### src/rtl/wb_pkg.sv
// Shared types and defaults for the register-file writeback arbiter.
package wb_pkg;

  localparam int WB_XLEN       = 32;
  localparam int WB_REG_ADDR_W = 5;

  typedef enum logic [0:0] {
    NORMAL = 1'b0,
    DRAIN  = 1'b1
  } wb_state_e;

  typedef struct packed {
    logic [WB_REG_ADDR_W-1:0] rd;
    logic [WB_XLEN-1:0]       data;
  } wb_result;

endpackage

### src/rtl/wb_fifo.sv
// Small synchronous FIFO for memory results; head is read straight from the array.
module wb_fifo #(
  parameter int WIDTH = 37,
  parameter int DEPTH = 4
) (
  input  logic             clk,
  input  logic             reset,
  input  logic             push,
  input  logic [WIDTH-1:0] push_data,
  input  logic             pop,
  output logic [WIDTH-1:0] head,
  output logic             full,
  output logic             empty
);

  localparam int PTR_W = $clog2(DEPTH);
  localparam logic [PTR_W:0] FULL_COUNT = DEPTH[PTR_W:0];

  logic [WIDTH-1:0] mem [DEPTH];
  logic [PTR_W-1:0] wr_ptr_reg;
  logic [PTR_W-1:0] rd_ptr_reg;
  logic [PTR_W:0]   count_reg;
  logic             do_push;
  logic             do_pop;

  assign full    = (count_reg == FULL_COUNT);
  assign empty   = (count_reg == '0);
  assign do_pop  = pop && !empty;
  // A pop frees the slot in the same cycle, so a full FIFO may still take a push.
  assign do_push = push && (!full || do_pop);
  assign head    = mem[rd_ptr_reg];

  always_ff @(posedge clk) begin
    if (do_push) begin
      mem[wr_ptr_reg] <= push_data;
    end
  end

  always_ff @(posedge clk) begin
    if (reset) begin
      wr_ptr_reg <= '0;
      rd_ptr_reg <= '0;
      count_reg  <= '0;
    end else begin
      if (do_push) begin
        wr_ptr_reg <= wr_ptr_reg + 1'b1;
      end
      if (do_pop) begin
        rd_ptr_reg <= rd_ptr_reg + 1'b1;
      end
      case ({do_push, do_pop})
        2'b10:   count_reg <= count_reg + 1'b1;
        2'b01:   count_reg <= count_reg - 1'b1;
        default: count_reg <= count_reg;
      endcase
    end
  end

endmodule

### src/rtl/writeback_arbiter.sv
// Register-file write port arbiter (ALU vs buffered loads) with a pending scoreboard.
// Optional macro WB_FORWARD_EN adds write-cycle forwarding outputs for decode.
module writeback_arbiter
  import wb_pkg::*;
#(
  parameter int XLEN         = WB_XLEN,
  parameter int REG_ADDR_W   = WB_REG_ADDR_W,
  parameter int FIFO_DEPTH   = 4,
  parameter int STARVE_LIMIT = 8
) (
  input  logic                  clk,
  input  logic                  reset,
  input  logic                  alu_valid,
  output logic                  alu_ready,
  input  logic [REG_ADDR_W-1:0] alu_rd,
  input  logic [XLEN-1:0]       alu_data,
  input  logic                  mem_valid,
  output logic                  mem_ready,
  input  logic [REG_ADDR_W-1:0] mem_rd,
  input  logic [XLEN-1:0]       mem_data,
  input  logic                  issue_valid,
  input  logic [REG_ADDR_W-1:0] issue_rd,
  input  logic [REG_ADDR_W-1:0] rs1_address,
  input  logic [REG_ADDR_W-1:0] rs2_address,
  output logic                  rs1_pending,
  output logic                  rs2_pending,
  output logic [REG_ADDR_W-1:0] rd_address,
  output logic [XLEN-1:0]       write_data,
  output logic                  write_enable
`ifdef WB_FORWARD_EN
  ,
  output logic                  rs1_fwd_valid,
  output logic [XLEN-1:0]       rs1_fwd_data,
  output logic                  rs2_fwd_valid,
  output logic [XLEN-1:0]       rs2_fwd_data
`endif
);

  localparam int RES_W = REG_ADDR_W + XLEN;
  localparam int NREGS = 2 ** REG_ADDR_W;
  localparam int CNT_W = $clog2(STARVE_LIMIT) + 1;
  localparam logic [CNT_W-1:0] STARVE_LAST = CNT_W'(STARVE_LIMIT - 1);
  localparam logic [0:0] ST_NORMAL = NORMAL;
  localparam logic [0:0] ST_DRAIN  = DRAIN;

  logic [0:0]            state_reg, state_next;
  logic [CNT_W-1:0]      starve_cnt_reg, starve_cnt_next;
  logic                  write_enable_reg;
  logic [REG_ADDR_W-1:0] rd_address_reg;
  logic [XLEN-1:0]       write_data_reg;

  logic                  alu_xfer;
  logic                  fifo_push, fifo_pop, fifo_full, fifo_empty;
  logic [RES_W-1:0]      fifo_head;
  logic [REG_ADDR_W-1:0] head_rd;
  logic [XLEN-1:0]       head_data;
  logic                  commit;
  logic [REG_ADDR_W-1:0] commit_rd;
  logic [XLEN-1:0]       commit_data;
  logic [NREGS-1:0]      pending;

  assign alu_ready = (state_reg == ST_NORMAL);
  assign mem_ready = !fifo_full;
  assign alu_xfer  = alu_valid && alu_ready;
  // x0 loads are accepted but never occupy a FIFO slot.
  assign fifo_push = mem_valid && mem_ready && (mem_rd != '0);
  assign {head_rd, head_data} = fifo_head;

  wb_fifo #(
    .WIDTH (RES_W),
    .DEPTH (FIFO_DEPTH)
  ) u_fifo (
    .clk       (clk),
    .reset     (reset),
    .push      (fifo_push),
    .push_data ({mem_rd, mem_data}),
    .pop       (fifo_pop),
    .head      (fifo_head),
    .full      (fifo_full),
    .empty     (fifo_empty)
  );

  always_comb begin
    fifo_pop        = 1'b0;
    commit          = 1'b0;
    commit_rd       = alu_rd;
    commit_data     = alu_data;
    state_next      = state_reg;
    starve_cnt_next = starve_cnt_reg;
    case (state_reg)
      ST_DRAIN: begin
        fifo_pop        = !fifo_empty;
        commit          = !fifo_empty;
        commit_rd       = head_rd;
        commit_data     = head_data;
        state_next      = ST_NORMAL;
        starve_cnt_next = '0;
      end
      default: begin
        if (alu_xfer) begin
          commit = (alu_rd != '0);
        end else if (!fifo_empty) begin
          fifo_pop    = 1'b1;
          commit      = 1'b1;
          commit_rd   = head_rd;
          commit_data = head_data;
        end
        if (fifo_empty || fifo_pop) begin
          starve_cnt_next = '0;
        end else if (starve_cnt_reg == STARVE_LAST) begin
          state_next      = ST_DRAIN;
          starve_cnt_next = '0;
        end else begin
          starve_cnt_next = starve_cnt_reg + 1'b1;
        end
      end
    endcase
  end

  always_ff @(posedge clk) begin
    if (reset) begin
      state_reg        <= ST_NORMAL;
      starve_cnt_reg   <= '0;
      write_enable_reg <= 1'b0;
      rd_address_reg   <= '0;
      write_data_reg   <= '0;
    end else begin
      state_reg        <= state_next;
      starve_cnt_reg   <= starve_cnt_next;
      write_enable_reg <= commit;
      if (commit) begin
        rd_address_reg <= commit_rd;
        write_data_reg <= commit_data;
      end
    end
  end

  assign write_enable = write_enable_reg;
  assign rd_address   = rd_address_reg;
  assign write_data   = write_data_reg;

  // Pending bits clear at the end of the write_enable cycle, so they stay visible
  // while the register file has not yet captured the value.
  genvar gi;
  generate
    for (gi = 0; gi < NREGS; gi++) begin : g_pend
      logic pend_reg;
      always_ff @(posedge clk) begin
        if (reset) begin
          pend_reg <= 1'b0;
        end else if (issue_valid && (issue_rd != '0) && (issue_rd == REG_ADDR_W'(gi))) begin
          pend_reg <= 1'b1;
        end else if (write_enable_reg && (rd_address_reg == REG_ADDR_W'(gi))) begin
          pend_reg <= 1'b0;
        end
      end
      assign pending[gi] = pend_reg;
    end
  endgenerate

`ifdef WB_FORWARD_EN
  assign rs1_fwd_valid = write_enable_reg && (rd_address_reg == rs1_address) && (rs1_address != '0);
  assign rs2_fwd_valid = write_enable_reg && (rd_address_reg == rs2_address) && (rs2_address != '0);
  assign rs1_fwd_data  = write_data_reg;
  assign rs2_fwd_data  = write_data_reg;
  assign rs1_pending   = pending[rs1_address] && (rs1_address != '0) && !rs1_fwd_valid;
  assign rs2_pending   = pending[rs2_address] && (rs2_address != '0) && !rs2_fwd_valid;
`else
  assign rs1_pending   = pending[rs1_address] && (rs1_address != '0);
  assign rs2_pending   = pending[rs2_address] && (rs2_address != '0);
`endif

endmodule

### config.mk
export PLATFORM = sky130hd
export DESIGN_NAME = writeback_arbiter
export DESIGN_NICKNAME = d
export VERILOG_FILES = /design/src/rtl/wb_pkg.sv /design/src/rtl/wb_fifo.sv /design/src/rtl/writeback_arbiter.sv
export SDC_FILE = /design/constraint.sdc
export NUM_CORES = 1
export LEC_CHECK = 0
export CAP_MARGIN = 0
export CORE_ASPECT_RATIO = 2
export CORE_MARGIN = 2
export CORE_UTILIZATION = 50
export CTS_CLUSTER_DIAMETER = 100
export DETAILED_ROUTE_END_ITERATION = 16
export PLACE_DENSITY_LB_ADDON = 0.12
export SLEW_MARGIN = 0
export SYNTH_ARGS = -nofsm -noshare
export SYNTH_HDL_FRONTEND = slang
export SYNTH_SLANG_ARGS = --single-unit
### constraint.sdc
create_clock -name clk -period 6.91 [get_ports clk]
set_input_delay 1.7275 -clock clk [delete_from_list [all_inputs] [get_ports clk]]
set_output_delay 1.7275 -clock clk [all_outputs]
set_load 0.02 [all_outputs]
; ---- Yosys cells after proc, flatten, opt, wreduce, memory -nomap -nowiden
; Memory sizes are Yosys's and may differ from the RTL's. A register that Yosys moved wholly into a read port is not among the register bits.
; Index checks and enable logic that the tools add are counted.
[word_totals]
regBits = 82
ram_bits = 148
word_cells = 320
memories = 1
[mem_list]
columns = memory, depth, word_bits, rd, rd_clocked_by_memory_dff, write_ports, line
row1 = u_fifo.mem, 4, 37, 1, 1, 1, wb_fifo.sv:19  ; logic [WIDTH-1:0] mem [DEPTH];
[op_classes]
addsub = 5
magnitude_cmp = 2
n_eq_ne = 66
mux = 86
n_bitwise = 1
reduce_logical = 119
[ops]
columns = operator, n
row1 = $eq A5 B5 Y1 const B, 32
row2 = $mux W32, 3
row3 = $eq A5 B4 Y1 const B, 16
row4 = $mux W1, 75
row5 = $logic_and A1 B1 Y1, 72
row6 = $reduce_bool A2 Y1, 33
row7 = $eq A5 B3 Y1 const B, 8
row8 = $reduce_bool A5 Y1, 5
row9 = $eq A5 B2 Y1 const B, 4
row10 = $mux W5, 3
row11 = $lt A5 B6 Y1 const B, 2
row12 = $bmux W1 S5, 2
row13 = $eq A5 B1 Y1 const B, 2
row14 = $logic_not A5 Y1, 2
row15 = $pmux W3 S2, 1
row16 = $add A2 B1 Y2 const B, 2
row17 = $add A4 B1 Y4 const B, 1
row18 = $eq A4 B3 Y1 const B, 1
row19 = $mux W2, 2
row20 = $reduce_or A4 Y1, 1
row21 = $add A3 B1 Y3 const B, 1
row22 = $eq A3 B3 Y1 const B, 1
row23 = $logic_not A3 Y1, 1
row24 = $reduce_or A3 Y1, 1
row25 = 6 further kinds, 8

; ---- Longest topological paths before layout
; Gate-level depths: netlist (run 1).
[depth]
ltp_word = 10
ltp_mapped = 10
depth_no_buf = 9

; ---- By module
; Synthesis (run 1) repeated with hierarchy kept, for this count alone.
[unflattened]
hier_cells = 663
area_unflattened_um2 = 9695.5
[modules_own_cells]
columns = module, instances, cells_per_inst, area_each_um2, seq_area_each_um2
row1 = wb_fifo, 1, 247, 5884.4, 4624.4
row2 = writeback_arbiter, 1, 416, 3811.2, 1501.4

; ---- Worst setup path after synthesis (run 1)
; No wires, ideal clock.
[synth_timing]
path_kind = input -> output
startpoint = input port rs1_address[0]
endpoint = output port rs1_pending
arrival_ps = 2995
path_slack_ps = 2188
cell_stages = 4
n_path_buf = 1
cell_sequence = buf_1 -> mux4_2 -> o211ai_1 -> nand4_1
[synth_between]
elab_chain_cells = 3
elab_cells_between_ends = 4
classes_between = mux (2) / reduce/logical (2)
[synth_lines]
columns = element, line
row1 = start: declaration, writeback_arbiter.sv:23  ; input logic [REG_ADDR_W-1:0] rs1_address,
row2 = $bmux W1 S5, writeback_arbiter.sv:169  ; assign rs1_pending = pending[rs1_address] && (rs1_address != '0);
row3 = $mux W1 (implied by the code), writeback_arbiter.sv:169
row4 = $logic_and A1 B1 Y1 *, writeback_arbiter.sv:169
row5 = end: declaration, writeback_arbiter.sv:25  ; output logic rs1_pending,
; Every way passes the cells marked *; elsewhere a longest branch is shown, timed or not. The select of a mux whose other input is x is not followed.

; ---- Final worst setup path (run 1)
; Same ends and word-level chain as after synthesis.

==> metrics.cfg, run 1 <==
[placed_design]
port_buffers = 135
dp.final_hpwl_um = 18500
dpl_cell_area_mm2 = 0.0114
gp_congestion = 1.07
placedCellCount = 1082

[clock_network]
clk_pin_slew_ns = 0.06
clkLatencyLatePin_ns = 0.49
cts_sinks = 231
cts_setup_buffers = 0
htreeDepth = 1
clock_path_buffers = 3
tritoncts = built
ctsResizeCount = 0
cts_made_buffers = 21
hold_buffers = 0
root_buffer = clkbuf_16

[flow_run]
max_cap_violations = 0

[logic_synthesis]
yosysUniqueCellTypes = 54
syn_area_mm2 = 0.00993
synthFlopType = edfxtp_1
syn_inst = 720
syn_avg_cell_area_um2 = 13.8
async_reset_ff_frac = 0
synth_edf_count = 148
ys_ff_latch = 231
ys.warnings.count = 0
syn_nets = 821
synth_seq_area_share = 0.615

[grt]
busiest_layer = met2
grt_max_degree = 79
grt_pass1_vias = 6942
grt_pass1_wl_um = 39800
grt_usage = 0.250
use_met1 = 0.244
grt-ovfl-total = 0
antenna_found_initial = 2
grtUsageMet3 = 0.0284
grt.met2_usage = 0.495

[worst_hold_path]
hold_class = flop to flop

[timing]
fmax_mhz = 169
relSlewSlack = 0.297
period_share = 0.855
setup_viol = 0
finalCriticalPeriod_ns = 5.91
skew_ns = 0.00941
drv_slew = 0
final-hold-violation-count = 0
setup_tns_ns = 0
timing.hold.ws_ns = 0.464
rsz0062_at_grt = false
worst_pin_slew_ns = 1.05

[worst_setup_path]
path_max_fanout = 13
cp_data_required_time_ns = 5.18
max_stage_delay_ns = 0.69
path_cells = clkdlybuf4s50_1, mux4_2, nor2b_1, or4_1, nand4_1, clkdlybuf4s50_1
cp.arrival_ns = 4.18
worstSetupEndpointType = output pin
worst_path_max_delay_cell = clkdlybuf4s50_1
startpoint_type = primary input
crit_top_cell = clkdlybuf4s50_1
crit_type = primary input to output pin

[drt]
routedWlPerCell_um = 23.4
drt_first_pass_iters = 5
wl_um = 26300
viasPerCell = 5.86
ant_nets = 0
drt_iter0_drc = 342
vias = 6567
drc = 0

[die]
die_height_um = 203
fp.dieArea_mm2 = 0.0211
start_util = 0.503
pin_count = 136
coreArea_mm2 = 0.0197
die_w_um = 104
std_cell_rows = 73

[run_status]
status = complete, no violations

[pwr]
p_leak_nw = 3.99
p_per_area_mw_per_mm2 = 325
vdd_drop_max_mv = 0.301

[layout]
layout_commonest_cell = edfxtp_1
largest_reg_flops = 148
final_cell_mix = edfxtp_1 (148), clkdlybuf4s50_1 (134), nand2_1 (84)
post_layout_nonfiller_instances = 1120
final_layout_size_suffix_gt1_frac = 0.158
nNetsFinal = 944
final_area_mm2 = 0.0121
area_growth_pct = 21.4

-- final cells by class --
type	count	area, µm²
fillers	1567	7670
multi-input cells	399	3410
repair buffers	144	1420
well taps	262	328
diodes	2	5.00
clock inverters	9	65.1
clock buffers	27	558
inverters	46	173
flip-flops and latches	231	6110
-- stage by stage --
step           worst slack (ns)  total power [mW]  utilization
2_1_floorplan              2.19              2.48            -
3_3_place_gp               1.05              2.86        0.580
3_5_place_dp               1.00              2.89        0.580
4_1_cts                    1.00              3.97        0.611
5_1_grt                   0.940              4.09        0.611
6_report                   1.00              3.92        0.611
-- worst paths after layout --
| check | startpoint | to | slack (ns) | cells after the start |
|---|---|---|---|---|
| hold / removal | write_data[10]$_SDFFE_PP0P_ | write_data[10]$_SDFFE_PP0P_ | 0.46 | 2 |
| hold reg to reg | write_data[10]$_SDFFE_PP0P_ | write_data[10]$_SDFFE_PP0P_ | 0.46 | 2 |
| setup / recovery | rs1_address[0] | rs1_pending | 1.00 | 6 |
| setup reg to reg | u_fifo.count_reg[0]$_SDFFE_PP0P_ | rd_address[1]$_SDFFE_PP0P_ | 3.82 | 6 |
-- worst max-delay path, delay by kind of cell --
family,cells,cell delay (ns)
buf+inv,2,1.32
mux,1,0.46
simple gates,3,0.67
-- kinds of logic after synthesis --
logic type | count (synthesis) | synth area share
compound gates | 160 | 0.133
xor+xnor | 6 | 0.00529
fa+ha+maj | 7 | 0.00957
buf+inv | 90 | 0.0441
flops | 231 | 0.615
mux | 63 | 0.117
simple gates | 163 | 0.0758
-- cells in the mapped netlist, types with 2 or more instances --
master    number  area, µm²
a21oi_1       37        185
a221oi_1       7       61.3
a221oi_2      30        450
a22oi_1       33        248
a22oi_2        7       87.6
and2_1         5       31.3
buf_1          5       18.8
buf_2          6       30.0
buf_4          6       45.0
buf_6          2       22.5
buf_8          3       45.0
clkbuf_1      19       71.3
dfxtp_1       83       1660
edfxtp_1     148       4440
ha_1           6       75.1
inv_1         46        173
mux2_2         5       56.3
mux2i_1       16        160
mux4_2        42        946
nand2_1       85        319
nand2b_1       6       37.5
nand3_1       13       65.1
nand4_1        5       31.3
nor2_1        21       78.8
nor2b_1       13       81.3
nor3_1         4       20.0
o211ai_1       2       15.0
o21ai_0       32        160
o311a_1        2       20.0
or3_1          2       12.5
or4_1          2       15.0
xnor2_1        2       17.5
xor2_1         4       35.0
-- power by group --
group / switching [mW] / internal, mW / leakage (nW)
clock network: 0.474 / 0.605 / 0.304
logic: 0.626 / 0.479 / 1.64
registers: 0.101 / 1.64 / 2.04
total: 1.20 / 2.72 / 3.99
-- metal layers --
metal	vias up	share of wire
met2	221	0.57
met5	-	0
met3	70	0.035
li1	2983	-
met4	0	0.061
met1	3293	0.33
(Power assumes the default switching activity.)
==> run 2: changes to the inputs <==
DONT_BUFFER_PORTS = 1   (was default)
==> run 2 against run 1 <==
  * Clock power increased by 12%
  * Setup slack improved by 1.3 ns
  * Worst hold slack improved by 0.00091 ns
  * Maximum frequency increased by 28%
  * Via count decreased by 9.8%
  * Cell area decreased by 11%
  * Largest power group unchanged
==> metrics.cfg, run 2 (synthesized netlist as in run 1, its figures left out) <==
[run_status]
status = complete, no violations

[layout]
layout_commonest_cell = edfxtp_1
multi_input_area_mm2 = 0.00341  ; unchanged
area_growth_pct = 8.50
antenna_cells = 0  ; -2
final_layout_size_suffix_gt1_frac = 0.192  ; +0.0345
seqCellArea_mm2 = 0.00611  ; unchanged
final_cell_mix = edfxtp_1 (148), nand2_1 (84), dfxtp_1 (81)
nNetsFinal = 805  ; -15%
nFillCells = 1660  ; +5.9%
largest_reg_flops = 148  ; unchanged
final_area_mm2 = 0.0108  ; -11%

[grt]
grt_pass1_vias = 6321  ; -8.9%
grt_max_degree = 79  ; unchanged
grt_usage = 0.234  ; -0.0156
grt-ovfl-total = 0  ; unchanged
antenna_found_initial = 0  ; -2
grt_pass1_wl_um = 37000  ; -7.1%

[clock_network]
tritoncts = built
ctsResizeCount = 0  ; unchanged
htreeDepth = 1  ; unchanged
cts_sinks = 231  ; unchanged
clkLatencyLatePin_ns = 0.50  ; about the same
clock_path_buffers = 3  ; unchanged
clk_pin_slew_ns = 0.07  ; about the same
cts_made_buffers = 21  ; unchanged
root_buffer = clkbuf_16
hold_buffers = 0  ; unchanged
cts_setup_buffers = 0  ; unchanged

[die]
die_height_um = 203  ; unchanged
fp.dieArea_mm2 = 0.0211  ; unchanged
std_cell_rows = 73  ; unchanged
start_util = 0.503  ; unchanged
pin_count = 136  ; unchanged
die_w_um = 104  ; unchanged
coreArea_mm2 = 0.0197  ; unchanged

[timing]
period_share = 0.668  ; -0.187
relSlewSlack = 0.276  ; -0.0211
setup_viol = 0  ; unchanged
timing.hold.ws_ns = 0.465  ; +0.000907 ns
final-hold-violation-count = 0  ; unchanged
drv_slew = 0  ; unchanged
worst_slack_ns = 2.30  ; +1.30 ns
worst_pin_slew_ns = 1.09  ; +0.0317 ns
setup_tns_ns = 0  ; unchanged
skew_ns = 0.00974  ; +0.000328 ns
fmax_mhz = 217  ; +28%
finalCriticalPeriod_ns = 4.61  ; -1.30 ns
rsz0062_at_grt = false

[worst_setup_path]
rr_worst_depth = 9  ; +3
max_stage_delay_ns = 0.46  ; -0.23 ns
cp_top_family = compound AO/OA/AOI/OAI gates
crit_type = primary input to output pin
path_cells = mux4_2, o22a_1, a22oi_1, o211ai_1
cp_data_required_time_ns = 5.18  ; about the same
cp.arrival_ns = 2.89  ; -1.29 ns
startpoint_type = primary input
worstSetupEndpointType = output pin
worst_path_max_delay_cell = mux4_2
path_max_fanout = 12  ; -1
cp.depth = 4  ; -2
cp_num_buf_inv = 0  ; -2

[placed_design]
dpl_cell_area_mm2 = 0.0101  ; -12%
gp_congestion = 0.882  ; -18%
port_buffers = 0  ; -100%
dp.final_hpwl_um = 16900  ; -8.8%
pre_cts_slack_ns = 2.33  ; +1.33 ns

[pwr]
finalPower_mw = 3.86  ; -1.6%
p_leak_nw = 3.49  ; -12%
p_per_area_mw_per_mm2 = 358  ; +10%
vdd_drop_max_mv = 0.289  ; -4.0%

[drt]
wl_um = 24600  ; -6.1%
vias = 5922  ; -9.8%
viasPerCell = 6.04  ; +3.1%
drc = 0  ; unchanged
routedWlPerCell_um = 25.1  ; +7.3%
ant_nets = 0  ; unchanged
drt_iter0_drc = 292  ; -15%
drt_first_pass_iters = 7  ; +2

[worst_hold_path]
hold_class = flop to flop
hold-path-cell-count = 1  ; -1

[flow_run]
max_cap_violations = 0  ; unchanged

## run 2: cell types whose count changed in the layout (fill, tap and decap cells not counted), moves of 2 or more
cell,before,now
clkbuf_1,5,0
diode_2,2,0
clkinv_1,4,2
clkinv_4,0,2
clkinvlp_4,0,2
bufinv_16,1,4
buf_4,10,5
clkdlybuf4s50_1,134,0
## run 2: worst register-to-register path, stage by stage (launching register included)
cell	delay [ns]
dfxtp_1	0.40
nand2b_1	0.28
nand2_2	0.66
inv_1	0.22
ha_1	0.20
inv_1	0.06
fa_1	0.37
xor2_1	0.15
or3_1	0.31
a21oi_1	0.14
## run 2: per-layer routing
layer / vias up / global-route usage / share of wire
met5: - / 0 / 0
li1: 2692 / - / -
met3: 59 / 0.0499 / 0.056
met4: 0 / 0.119 / 0.048
met1: 2955 / 0.227 / 0.33
met2: 216 / 0.459 / 0.57
## run 2: worst paths after layout
| check | startpoint | to | slack (ns) |
|---|---|---|---|
| max | rs2_address[0] | rs2_pending | 2.30 |
| min | starve_cnt_reg[0]$_SDFF_PP0_ | starve_cnt_reg[0]$_SDFF_PP0_ | 0.47 |
| max reg2reg | state_reg$_SDFF_PP0_ | u_fifo.count_reg[2]$_SDFFE_PP0P_ | 4.05 |
| min reg2reg | starve_cnt_reg[0]$_SDFF_PP0_ | starve_cnt_reg[0]$_SDFF_PP0_ | 0.47 |
## run 2: cell type report
type	instances	area share
inverter	46	0.0160
sequential	231	0.567
clock inverter	16	0.0182
clock buffer	21	0.0488
tap	262	0.0304
timing repair buffer	5	0.00348
multi-input combinational	399	0.316
## run 2: report_power, final
| group | total [mW] | switching, mW | internal [mW] | leakage [nW] |
|---|---|---|---|---|
| clock network | 1.21 | 0.502 | 0.711 | 0.349 |
| registers | 1.81 | 0.170 | 1.64 | 2.04 |
| logic | 0.840 | 0.501 | 0.339 | 1.11 |
## run 2: through the flow
stage / instances / util
floorplan: 720 / -
global placement: 943 / 0.510
detailed placement: 943 / 0.510
CTS: 980 / 0.546
global route: 980 / 0.546
finish: 980 / 0.546
